[src/rtl/idu_issue_ctrl_ysyx23060136.sv]
// Issue controller between decode and EXU: one decoded instruction per cycle into a registered slot, with a RAW scoreboard.
// Latency: an issue in cycle t presents IDU_valid in cycle t+1. A retire clears its hazard one cycle later; there is no bypass.
// Backpressure: IDU_ready is combinational. It is low on a hazard, a full pipe, a held slot, flush, drain or halt.
// Ports: IFU_valid/IDU_ready plus the dec_* fields form the decode side. IDU_valid/EXU_ready/EXU_flush form the EXU side.
//        WB_* carry retire notifications. inflight, halted and sb_err are status outputs.
module idu_issue_ctrl_ysyx23060136 #(
    parameter int MAX_INFLIGHT = 3,
    parameter int NREG         = 16,
    parameter int CNT_W        = $clog2(MAX_INFLIGHT + 1)
) (
    input  logic             clk,
    input  logic             rst,
    input  logic             IFU_valid,
    output logic             IDU_ready,
    input  logic [4:0]       dec_rs1,
    input  logic [4:0]       dec_rs2,
    input  logic [4:0]       dec_rd,
    input  logic             dec_use_rs1,
    input  logic             dec_use_rs2,
    input  logic             dec_write_gpr,
    input  logic             dec_read_csr,
    input  logic             dec_write_csr,
    input  logic             dec_serialize,
    input  logic             dec_halt,
    output logic             IDU_valid,
    input  logic             EXU_ready,
    input  logic             EXU_flush,
    input  logic             WB_valid,
    input  logic [4:0]       WB_rd,
    input  logic             WB_write_gpr,
    input  logic             WB_write_csr,
    output logic [CNT_W-1:0] inflight,
    output logic             halted,
    output logic             sb_err
);

    localparam int IDX_W = $clog2(NREG);
    localparam logic [1:0] ST_RUN   = 2'd0;
    localparam logic [1:0] ST_DRAIN = 2'd1;
    localparam logic [1:0] ST_HALT  = 2'd2;
    localparam logic [CNT_W-1:0] CNT_MAX = CNT_W'(MAX_INFLIGHT);

    logic [1:0]       state;
    logic [1:0]       state_nxt;
    logic [CNT_W-1:0] cnt [NREG];
    logic             csr_pend;

    // Bookkeeping of the slot content, kept so that a flush can undo its increments.
    logic [IDX_W-1:0] slot_rd;
    logic             slot_wgpr;
    logic             slot_wcsr;
    logic             slot_halt;

    logic [IDX_W-1:0] rs1_idx;
    logic [IDX_W-1:0] rs2_idx;
    logic [IDX_W-1:0] rd_idx;
    logic [IDX_W-1:0] wb_idx;
    logic             hazard;
    logic             issue;
    logic             unwind;
    logic             retire_gpr;
    logic             err_set;
    logic             unused_addr_bits;

    assign rs1_idx = dec_rs1[IDX_W-1:0];
    assign rs2_idx = dec_rs2[IDX_W-1:0];
    assign rd_idx  = dec_rd[IDX_W-1:0];
    assign wb_idx  = WB_rd[IDX_W-1:0];
    assign unused_addr_bits = ^{dec_rs1[4:IDX_W], dec_rs2[4:IDX_W], dec_rd[4:IDX_W], WB_rd[4:IDX_W]};

    always_comb begin
        hazard = 1'b0;
        if (dec_use_rs1 && rs1_idx != '0 && cnt[rs1_idx] != '0) hazard = 1'b1;
        if (dec_use_rs2 && rs2_idx != '0 && cnt[rs2_idx] != '0) hazard = 1'b1;
        if (dec_read_csr && csr_pend)                            hazard = 1'b1;
        if (inflight == CNT_MAX)                                 hazard = 1'b1;
    end

    assign issue = IFU_valid && !hazard && !EXU_flush && (!IDU_valid || EXU_ready) &&
                   (state == ST_RUN) && !(dec_serialize && inflight != '0);
    assign IDU_ready = issue;

    // The slot was dropped before EXU took it, so its scoreboard footprint must be undone.
    assign unwind     = EXU_flush && IDU_valid && !EXU_ready;
    assign retire_gpr = WB_valid && WB_write_gpr && (wb_idx != '0);
    assign err_set    = (WB_valid && inflight == '0) || (retire_gpr && cnt[wb_idx] == '0);
    assign halted     = (state == ST_HALT);

    // Net counter update. A retire on an empty counter is ignored; sb_err reports it.
    // An unwind never drives the counter below zero, and an increment saturates.
    function automatic logic [CNT_W-1:0] cnt_upd(input logic [CNT_W-1:0] c,
                                                 input logic ret,
                                                 input logic unw,
                                                 input logic inc);
        logic [CNT_W-1:0] v;
        v = c;
        if (ret && v != '0)      v = v - CNT_W'(1);
        if (unw && v != '0)      v = v - CNT_W'(1);
        if (inc && v != CNT_MAX) v = v + CNT_W'(1);
        return v;
    endfunction

    always_comb begin
        state_nxt = state;
        case (state)
            ST_RUN: begin
                if (issue && dec_halt)
                    state_nxt = ST_HALT;
                else if (IFU_valid && dec_serialize && inflight != '0 && !EXU_flush)
                    state_nxt = ST_DRAIN;
            end
            ST_DRAIN: if (inflight == '0)          state_nxt = ST_RUN;
            ST_HALT:  if (unwind && slot_halt)     state_nxt = ST_RUN;
            default:                               state_nxt = ST_RUN;
        endcase
    end

    always_ff @(posedge clk) begin
        if (rst) begin
            state     <= ST_RUN;
            inflight  <= '0;
            csr_pend  <= 1'b0;
            sb_err    <= 1'b0;
            IDU_valid <= 1'b0;
            slot_rd   <= '0;
            slot_wgpr <= 1'b0;
            slot_wcsr <= 1'b0;
            slot_halt <= 1'b0;
            for (int i = 0; i < NREG; i++) cnt[i] <= '0;
        end else begin
            state    <= state_nxt;
            inflight <= cnt_upd(inflight, WB_valid, unwind, issue);
            if (err_set) sb_err <= 1'b1;

            // A new CSR write wins over a same-cycle clear.
            if (issue && dec_write_csr)
                csr_pend <= 1'b1;
            else if ((WB_valid && WB_write_csr) || (unwind && slot_wcsr))
                csr_pend <= 1'b0;

            for (int i = 0; i < NREG; i++) begin
                cnt[i] <= cnt_upd(cnt[i],
                                  retire_gpr && wb_idx == IDX_W'(i),
                                  unwind && slot_wgpr && slot_rd == IDX_W'(i),
                                  issue && dec_write_gpr && rd_idx != '0 && rd_idx == IDX_W'(i));
            end

            if (issue) begin
                IDU_valid <= 1'b1;
                slot_rd   <= rd_idx;
                slot_wgpr <= dec_write_gpr && (rd_idx != '0);
                slot_wcsr <= dec_write_csr;
                slot_halt <= dec_halt;
            end else if (EXU_flush || EXU_ready) begin
                IDU_valid <= 1'b0;
            end
        end
    end

endmodule

[config.mk]
export PLATFORM = sky130hd
export DESIGN_NAME = idu_issue_ctrl_ysyx23060136
export DESIGN_NICKNAME = d
export VERILOG_FILES = /design/src/rtl/idu_issue_ctrl_ysyx23060136.sv
export SDC_FILE = /design/constraint.sdc
export NUM_CORES = 1
export LEC_CHECK = 0
export ABC_CLOCK_PERIOD_IN_PS = 7150
export CELL_PAD_IN_SITES_DETAIL_PLACEMENT = 1
export CELL_PAD_IN_SITES_GLOBAL_PLACEMENT = 1
export CORE_ASPECT_RATIO = 1.1
export CORE_MARGIN = 5
export CORE_UTILIZATION = 35
export CTS_BUF_LIST = sky130_fd_sc_hd__clkbuf_8
export CTS_CLUSTER_DIAMETER = 30
export DETAILED_ROUTE_END_ITERATION = 6
export PLACE_DENSITY = 0.74
export RECOVER_POWER = 50
export SLEW_MARGIN = 40
export SYNTH_ARGS = -nofsm -noshare
export SYNTH_HDL_FRONTEND = slang
export SYNTH_SLANG_ARGS = --single-unit
[constraint.sdc]
create_clock -name clk -period 7.15 [get_ports clk]
set_input_delay 0.715 -clock clk [delete_from_list [all_inputs] [get_ports clk]]
set_output_delay 0.715 -clock clk [all_outputs]
set_load 0.01 [all_outputs]
==> impl_metrics.ini <==
[synthesis]
syn_inst = 510
synth_edf_count = 0
syn-num-nets = 594
avgSynthCellArea_um2 = 8.54
synth_area_leader_cell = dfxtp_1
synthFlopType = dfxtp_1
ys_async_sr_fraction_pct = 0
synthTopCellsByArea = dfxtp_1 20%, ha_1 14%, mux2i_1 7.1%
ys_top_cells_by_count = 49 x ha_1, 44 x dfxtp_1, 41 x nand2_1
synth-seq-cells = 44
synth_largest_type_area_fraction_pct = 20.2
synth_seq_area_share_pct = 20.2
post-synth-top-count-cell = ha_1
synth_cell_type_count = 55
syn-cell-area_mm2 = 0.00435
yosysWarnings = 0

[critical_path]
slowest_delay_ps = 1550
critPathMaxFanout = 28
cp-start-kind = input pin
path_class = input pin to flop
arrival_ps = 5340
crit_chain = dlygate4sd3_1, inv_1, mux4_2, a311o_1, o21bai_1, clkbuf_1, nor3_1, mux2i_1
worstPathRequired_ps = 7360
reg2reg_from = cnt[8][0]
crit_start = dec_rs1[0]
reg2regPathDepth = 7
cpMaxStageDelayCell = o21bai_1
path_buf_inv = 3
worstSetupEndpointType = flop
r2r_setup_slack_ps = 2780
crit_family = compound AO/OA/AOI/OAI gates
r2r_end = cnt[8][1]

[power_and_ir_drop]
p_leak_uw = 0.00166
p_total_uw = 676
internal_power_uw = 442
combPwrFrac_pct = 30.0
clkPwrFrac_pct = 30.2
p_seq_share_pct = 39.8
switchingPower_uw = 234
p_per_area_mw_per_mm2 = 139
p_sw_share_pct = 34.6
vdd_drop_max_mv = 0.173

[min_path]
holdPathEnd = state[0]
hold_path_class = flop to flop
holdPathStages = 1
min_from = state[1]

[outcome]
violations = capacitance limit, slew limit
status = complete, but fails checks

[detailed_routing]
vias = 4017
wl_per_cell_um = 19.2
routed.top_layer = met4
drc = 0
routed_wl_um = 13300
final_antenna_net_count = 0
viasPerCell = 5.80
met2WireLength_um = 6390
wl_met3_um = 655
drt_pass1_iterations = 4
first_iter_violations = 180
wl_met1_um = 5860

[clock_tree]
cts_made_buffers = 5
cts_resized = 0
h-tree-depth = 2
clkLatencyLatePin_ps = 330
cts_setup_buffers = 0
cts_hold_buf = 0
tritoncts = done
clock-root-buffer = clkbuf_8
cts.sinks = 44
clk_pin_slew_worst_paths_ps = 90
cts_max_path_buffers = 2

[sta]
worstMarginPinSlew_ps = 2030
fin_worst_skew_ps = 12.6
fin_ws_ps = 2020
max_freq_mhz = 195
period_needed_ps = 5130
setup_viol_count_final = 0
tns_ps = 0
grt_setup_unrepaired = no
relSlewSlack_pct = -35.6
hold_viol = 0
drv_slew = 29
finalCritPeriodShare_pct = 71.8

[place]
place_area_mm2 = 0.00479
gp_congestion = 0.837
place_hpwl_um = 10200
pre_cts_ws_ps = 2140
numPortBuffers = 36

[global_routing]
grt_pass1_wl_um = 21600
grt-ovfl-total = 0
grt_max_degree = 37
track_usage_pct = 18.8
grt_antenna_before_repair = 0
grt_pass1_vias = 4284

[floorplan]
row_count = 42
initial_core_util_pct = 35.9
die_h_um = 127
die_w_um = 116
core_mm2 = 0.0121
io-pin-count = 41
die_area_mm2 = 0.0148

[finish]
final_area_mm2 = 0.00487
register_area_um2 = 881
drive_gt1_share_pct = 8.55
multi_input_comb_area_mm2 = 0.00316
antenna_cells = 0
area_growth_pct = 12.0
nFillCells = 1473
fin_nets = 621

[run]
drv_cap = 1
[sequential cells by signal, summed over array words and instances, names as in the netlist]
signal,cells
IDU_valid,1
cnt,30
csr_pend,1
inflight,2
sb_err,1
slot_halt,1
slot_rd,4
slot_wcsr,1
slot_wgpr,1
state,2
[layer usage]
layer | vias up | track usage (%)
met1 | 1968 | 24.4
met2 | 91 | 30.8
met3 | 24 | 2.95
met5 | - | 0
li1 | 1934 | -
met4 | 0 | 7.92
[layout by cell type, fill, tap and decap left out, types with 8 or more instances in the layout]
cell type        synthesis  final
a21oi_1                 37     37
clkdlybuf4s50_1          0     28
dfxtp_1                 44     44
dlygate4sd3_1            0      8
ha_1                    49     49
inv_1                   36     38
mux2_2                  17     17
mux2i_1                 31     31
nand2_1                 41     42
nor2_1                  17     17
nor3_1                  29     31
o21ai_0                  4      8
o31ai_1                 18     18
or3_1                   25     25
or4_1                   21     21
xnor2_1                 20     20
xor2_1                  10     10
[logic make-up after synthesis]
logic type	Yosys count	share of synthesized area, %
AND/OR/NAND/NOR	193	26.0
AO/OA/AOI/OAI	81	12.3
buffers and inverters	58	6.53
multiplexers	53	14.1
adder cells (fa/ha/maj)	49	14.1
flip-flops	44	20.2
XOR/XNOR	32	6.78
[power groups by stage]
stage | Clock [uW] | Sequential [uW] | Combinational [uW]
5_1_grt | 220 | 271 | 225
3_3_place_gp | 0 | 274 | 201
4_1_cts | 214 | 269 | 213
2_1_floorplan | 0 | 275 | 135
6_report | 204 | 269 | 203
3_5_place_dp | 0 | 275 | 212
[through the flow]
| step | utilization [%] | hold slack [ps] | cells |
|---|---|---|---|
| floorplan | - | 416 | 510 |
| global placement | 39.5 | 437 | 684 |
| detailed placement | 39.5 | 466 | 684 |
| CTS | 40.4 | 476 | 692 |
| global route | 40.2 | 498 | 692 |
| finish | 40.2 | 468 | 692 |
[area by class of cell]
class,instances,area share (%)
multi-input cells,408,64.9
clock inverters,3,0.796
repair buffers,40,7.93
flip-flops and latches,44,18.1
inverters,38,2.93
clock buffers,5,1.41
well taps,154,3.95
[worst reg2reg max path, cell delays in order (launching register included)]
cell and delay (ps):
dfxtp_1 400, nor2_1 90, mux4_2 460, a311o_1 410, o21bai_1 1550, clkbuf_1 1000, nor3_1 170, mux2i_1 170
[how the worst max path moves through the flow]
stage | to | slack (ps) | cells past startpoint
2_1_floorplan | cnt[3][0] | 3340 | 11
3_3_place_gp | cnt[3][0] | 2230 | 11
3_5_place_dp | cnt[3][0] | 2140 | 11
4_1_cts | cnt[3][0] | 2490 | 11
5_1_grt | cnt[8][1] | 1550 | 8
6_report | cnt[8][1] | 2020 | 8
No activity file was read; power rests on OpenSTA's default activity.
